[src/rtl/ps2_encoder.sv]
// PS/2 device-side transmitter: byte queue feeding an 11-bit odd-parity frame serializer.
// The host may abort a frame by holding the bus clock low; the aborted byte is resent in full.
module ps2_encoder #(
   parameter int FIFO_DEPTH = 16
) (
   input  logic       ps2_clk,
   input  logic       rst_n,
   input  logic       wr_en,
   input  logic [7:0] wr_data,
   input  logic       host_inhibit,
   output logic       ps2_data_out,
   output logic       ps2_clk_en,
   output logic       busy,
   output logic       full,
   output logic [4:0] fifo_count,
   output logic       frame_done,
   output logic       overflow
);

   localparam int AW = $clog2(FIFO_DEPTH);

   typedef enum logic [2:0] {
      S_IDLE,
      S_START,
      S_DATA,
      S_PARITY,
      S_STOP,
      S_GAP,
      S_INHIBIT
   } state_t;

   logic [7:0]  mem_q [FIFO_DEPTH];
   logic [AW:0] wr_ptr_q, wr_ptr_d;
   logic [AW:0] rd_ptr_q, rd_ptr_d;
   logic [AW:0] count;
   state_t      state_q, state_d;
   logic [2:0]  bit_idx_q, bit_idx_d;
   logic        gap_q, gap_d;
   logic [7:0]  byte_q, byte_d;
   logic        data_out_q, data_out_d;
   logic        clk_en_q, clk_en_d;
   logic        frame_done_q, frame_done_d;
   logic        overflow_q, overflow_d;
   logic        empty;
   logic        push;
   logic        pop;

   assign empty = (wr_ptr_q == rd_ptr_q);
   assign full  = (wr_ptr_q[AW-1:0] == rd_ptr_q[AW-1:0]) && (wr_ptr_q[AW] != rd_ptr_q[AW]);
   assign count = wr_ptr_q - rd_ptr_q;
   // full is evaluated before this edge's pop, so a write when full is dropped even if a pop coincides
   assign push  = wr_en && !full;

   assign fifo_count   = 5'(count);
   assign busy         = (state_q != S_IDLE);
   assign ps2_data_out = data_out_q;
   assign ps2_clk_en   = clk_en_q;
   assign frame_done   = frame_done_q;
   assign overflow     = overflow_q;

   // Outputs are registered, so each branch assigns the bus values of the state being entered
   always_comb begin
      state_d      = state_q;
      bit_idx_d    = bit_idx_q;
      gap_d        = gap_q;
      byte_d       = byte_q;
      data_out_d   = 1'b1;
      clk_en_d     = 1'b0;
      frame_done_d = 1'b0;
      pop          = 1'b0;
      case (state_q)
         S_IDLE: begin
            if (!empty && !host_inhibit) begin
               state_d    = S_START;
               byte_d     = mem_q[rd_ptr_q[AW-1:0]];
               data_out_d = 1'b0;
               clk_en_d   = 1'b1;
            end
         end
         S_START: begin
            if (host_inhibit) begin
               state_d = S_INHIBIT;
            end else begin
               state_d    = S_DATA;
               bit_idx_d  = 3'd0;
               data_out_d = byte_q[0];
               clk_en_d   = 1'b1;
            end
         end
         S_DATA: begin
            if (host_inhibit) begin
               state_d = S_INHIBIT;
            end else if (bit_idx_q == 3'd7) begin
               state_d    = S_PARITY;
               data_out_d = ~^byte_q;
               clk_en_d   = 1'b1;
            end else begin
               bit_idx_d  = bit_idx_q + 3'd1;
               data_out_d = byte_q[bit_idx_d];
               clk_en_d   = 1'b1;
            end
         end
         S_PARITY: begin
            if (host_inhibit) begin
               state_d = S_INHIBIT;
            end else begin
               state_d  = S_STOP;
               clk_en_d = 1'b1;
            end
         end
         S_STOP: begin
            state_d      = S_GAP;
            gap_d        = 1'b0;
            pop          = 1'b1;
            frame_done_d = 1'b1;
         end
         S_GAP: begin
            if (gap_q) state_d = S_IDLE;
            else       gap_d   = 1'b1;
         end
         S_INHIBIT: begin
            if (!host_inhibit) begin
               state_d = S_GAP;
               gap_d   = 1'b0;
            end
         end
         default: state_d = S_IDLE;
      endcase
   end

   always_comb begin
      wr_ptr_d   = push ? wr_ptr_q + {{AW{1'b0}}, 1'b1} : wr_ptr_q;
      rd_ptr_d   = pop  ? rd_ptr_q + {{AW{1'b0}}, 1'b1} : rd_ptr_q;
      overflow_d = overflow_q | (wr_en & full);
   end

   always_ff @(posedge ps2_clk) begin
      if (rst_n && push) mem_q[wr_ptr_q[AW-1:0]] <= wr_data;
   end

   always_ff @(posedge ps2_clk) begin
      if (!rst_n) begin
         state_q      <= S_IDLE;
         wr_ptr_q     <= '0;
         rd_ptr_q     <= '0;
         bit_idx_q    <= '0;
         gap_q        <= 1'b0;
         byte_q       <= '0;
         data_out_q   <= 1'b1;
         clk_en_q     <= 1'b0;
         frame_done_q <= 1'b0;
         overflow_q   <= 1'b0;
      end else begin
         state_q      <= state_d;
         wr_ptr_q     <= wr_ptr_d;
         rd_ptr_q     <= rd_ptr_d;
         bit_idx_q    <= bit_idx_d;
         gap_q        <= gap_d;
         byte_q       <= byte_d;
         data_out_q   <= data_out_d;
         clk_en_q     <= clk_en_d;
         frame_done_q <= frame_done_d;
         overflow_q   <= overflow_d;
      end
   end

endmodule

[config.mk]
export PLATFORM = sky130hd
export DESIGN_NAME = ps2_encoder
export DESIGN_NICKNAME = d
export VERILOG_FILES = /design/src/rtl/ps2_encoder.sv
export SDC_FILE = /design/constraint.sdc
export NUM_CORES = 1
export LEC_CHECK = 0
export ABC_AREA = 1
export BUFFER_PORTS_ARGS = -buffer_cell sky130_fd_sc_hd__buf_2
export CORE_UTILIZATION = 35
export DETAILED_ROUTE_END_ITERATION = 8
export MAX_ROUTING_LAYER = met4
export PLACE_DENSITY = 0.6
export SYNTH_ARGS = -nofsm -noshare
export SYNTH_HDL_FRONTEND = slang
export SYNTH_SLANG_ARGS = --single-unit
[constraint.sdc]
create_clock -name ps2_clk -period 3.05 [get_ports ps2_clk]
set_clock_uncertainty 0.2 [all_clocks]
set_input_delay 0.305 -clock ps2_clk [delete_from_list [all_inputs] [get_ports ps2_clk]]
set_output_delay 0.305 -clock ps2_clk [all_outputs]
set_load 0.05 [all_outputs]
==> qor.txt <==
CTS Buf Count - 17
adder-cell share of the synthesized area - 2.32%
hold wc startpoint - host_inhibit
WP data arrival - 2370 ps
Worst path top cell family by delay - adder cells
Req. time, crit path - 2540 ps
global-route wire length before repair - 26500 um
most common cell after layout, fill and taps aside - edfxtp_1
Reg2Reg Setup Slack - 400 ps
simple-gate share of the synthesized area - 15.4%
Die W - 141 um
Finished Layout Cells - 949
Compound-Gate Fraction of Synth Area - 12.0%
number of global-route vias before repair - 4858
clk root buf - clkbuf_16
All-Layer GR Usage - 18.6%
die area - 19900 um2
Layout Utilization - 41.5%
Final ANT Viol Nets - 0
Seq/Total Area, Yosys - 65.2%
clock latency on the worst-skew pair - 430 ps
most frequent cells in the layout - 128 x edfxtp_1, 118 x nor2_1, 88 x o21ai_0
routability cong. - 0.914
#FFs+latches synth - 157
Switch Pwr - 2.14 mW
placed cells - 917
Worst Tran Pin Value - 627 ps
EDFF count, synth - 128
Power Dens Cells - 788 nW/um2
DRC Markers - 0
post-synth cell types - 39
Setup CP Type - reg -> out
VDD IR-drop max - 0.445 mV
max cap viols - 0
post-DP HPWL - 11100 um
Final Hold Viols - 0
Hold Path Depth - 4
routed via count - 4946
Initial Util - 36.0%
CP Buf/Inv Count - 2
drt wl/cell - 17.6 um
Bufs on Longest Clock Path - 2
layout cell share with drive strength beyond 1 - 13.2%
Peak Freq - 0.347 GHz
wirelength, routed - 16700 um
FF-to-FF End - mem_q[9][0]$_DFFE_PP_
Slowest cell on crit path - fa_1
internal cell power - 4.01 mW
I/O pins - 23
Worst Hold Class - in -> reg
n_diodes - 0
CP Launch Type - flip-flop
Overall Power - 6.15 mW
final slew viol count - 0
Pleak - 2.80 nW
chip height - 141 um
crit share post-route - 94.4%
H-tree level count - 4
fillcell total - 1800
Final Setup Violations - 0
post-DR vias/cell - 5.21
CP max FO - 6
switching share of power - 34.8%
RR Startpoint - rd_ptr_q[2]$_SDFFE_PN0P_
CTS tree - built
RSZ-0062 raised after global routing - false
worst-path cell chain - inv_1, ha_1, fa_1, o21ai_0, xor2_1, buf_2
combinational power share - 27.1%
area delta synth->final - 15.1%
outcome - completed
setup TNS - 0 ps
initial antenna violation count - 0
Flop pwr share - 40.6%
main combinational cell family by area after synthesis - simple AND/OR/NAND/NOR gates
Final nets - 701
Warnings, synthesis - 0
Post-CTS Setup Inserts - 0
initial DRC count - 492
Synthesized Nets - 664
R2R cell count - 10
Syn Inst Count - 640
core area - 18800 um2
largest net degree at the start of global routing - 67
Worst-path clk slew - 60 ps
IO Port Bufs - 22
Hold EP - state_q[0]$_SDFFE_PN0P_
Slew HR - 58.1%
Final Critical Period - 2880 ps
mapped cell area - 6790 um2
Row Count - 50
drt pass-1 iters - 5
Min Hold Slack - 93.5 ps
ys flop type - edfxtp_1
Clock power frac - 32.3%
Sink Count - 157
ys async rst share - 0%
Post-Synth XOR/XNOR Area - 0.756%
syn avg cell area - 10.6 um2
GRT overflow - 0
Worst setup EP type - output port
mux cell area share after synthesis - 0%
Largest stage delay, worst path - 420 ps
logic make-up after synthesis:
logic type      after synthesis
buf+inv                      68
compound gates              152
fa+ha+maj                    12
xor+xnor                      5
flops                       157
simple gates                246
per-stage QoR:
step | instance area, um2 | setup WS [ps]
final | 7810 | 172
after global placement | 7250 | 429
after global routing | 7810 | 15.2
after CTS | 7810 | 89.0
after floorplan | 6790 | 347
after detailed placement | 7250 | 309
synth_stat cells (2+ instances only):
library cell | number | share of area (%)
buf_4 | 2 | 0.22
nand2_2 | 4 | 0.37
a21oi_1 | 22 | 1.6
nor2_4 | 3 | 0.50
inv_2 | 4 | 0.22
o221ai_1 | 2 | 0.26
nor3_1 | 8 | 0.59
o21ai_1 | 6 | 0.44
nor2_1 | 118 | 6.5
o22ai_1 | 29 | 2.7
buf_6 | 2 | 0.33
edfxtp_1 | 128 | 57
clkbuf_2 | 2 | 0.15
o21ai_0 | 88 | 6.5
xor2_1 | 2 | 0.26
nand4_1 | 3 | 0.28
buf_2 | 10 | 0.74
nand2_1 | 81 | 4.5
ha_1 | 11 | 2.0
xnor2_1 | 2 | 0.26
nand3_1 | 20 | 1.5
clkbuf_1 | 10 | 0.55
o21a_1 | 2 | 0.22
inv_1 | 36 | 2.0
nor2_2 | 3 | 0.28
dfxtp_1 | 29 | 8.6
layout make-up:
type                            instances  area, um2  area share, %
Sequential cell                       157       4430           56.7
Multi-Input combinational cell        415       2070           26.5
Clock buffer                           19        433           5.54
Tap cell                              260        325           4.17
Timing Repair Buffer                   45        285           3.65
Inverter                               41        154           1.97
Clock inverter                         12        116           1.49
power by group through the flow:
stage / Sequential (mW) / Clock, mW / Combinational [mW]
floorplan: 2.57 / 0 / 1.19
global placement: 2.54 / 0 / 1.61
detailed placement: 2.54 / 0 / 1.64
CTS: 2.50 / 2.01 / 1.65
global route: 2.51 / 2.11 / 1.84
finish: 2.50 / 1.99 / 1.67
how the worst max path moves through the flow:
| stage | startpoint | endpoint | slack, ps | depth (start not counted) |
|---|---|---|---|---|
| floorplan | rd_ptr_q[1]$_SDFFE_PN0P_ | mem_q[3][0]$_DFFE_PP_ | 350 | 8 |
| global placement | rd_ptr_q[2]$_SDFFE_PN0P_ | mem_q[12][3]$_DFFE_PP_ | 430 | 10 |
| detailed placement | rd_ptr_q[2]$_SDFFE_PN0P_ | mem_q[12][6]$_DFFE_PP_ | 310 | 10 |
| CTS | rd_ptr_q[2]$_SDFFE_PN0P_ | fifo_count[4] | 90 | 6 |
| global route | wr_ptr_q[0]$_SDFFE_PN0P_ | fifo_count[4] | 20 | 6 |
| finish | wr_ptr_q[0]$_SDFFE_PN0P_ | fifo_count[4] | 170 | 6 |
worst register-to-register path: cells and delay by family, from the launching register on:
| kind | cells | cell delay (ps) |
|---|---|---|
| buf+inv | 3 | 480 |
| flops | 1 | 450 |
| simple gates | 6 | 830 |
| fa+ha+maj | 1 | 400 |
metal layers:
layer | track usage (%) | up-vias | part of all wire (%)
met5 | - | - | 0
met4 | 6.75 | 0 | 2.2
met3 | 4.76 | 34 | 8.7
met2 | 27.4 | 239 | 45
met1 | 24.7 | 2360 | 44
li1 | - | 2313 | -
registers in the layout, summed over array words and instances (netlist names):
signal	flops
frame_done	1
state_q	3
ps2_clk_en	1
gap_q	1
ps2_data_out	1
mem_q	128
overflow	1
bit_idx_q	3
wr_ptr_q	5
byte_q	8
rd_ptr_q	5
timing repair:
item,CTS,global route
endpoints found under the setup margin,0,3
hold endpoints to repair,1,0
gates resized for setup,0,1
hold buffers,1,0
Note: power is estimated with default switching activity, not from simulation.
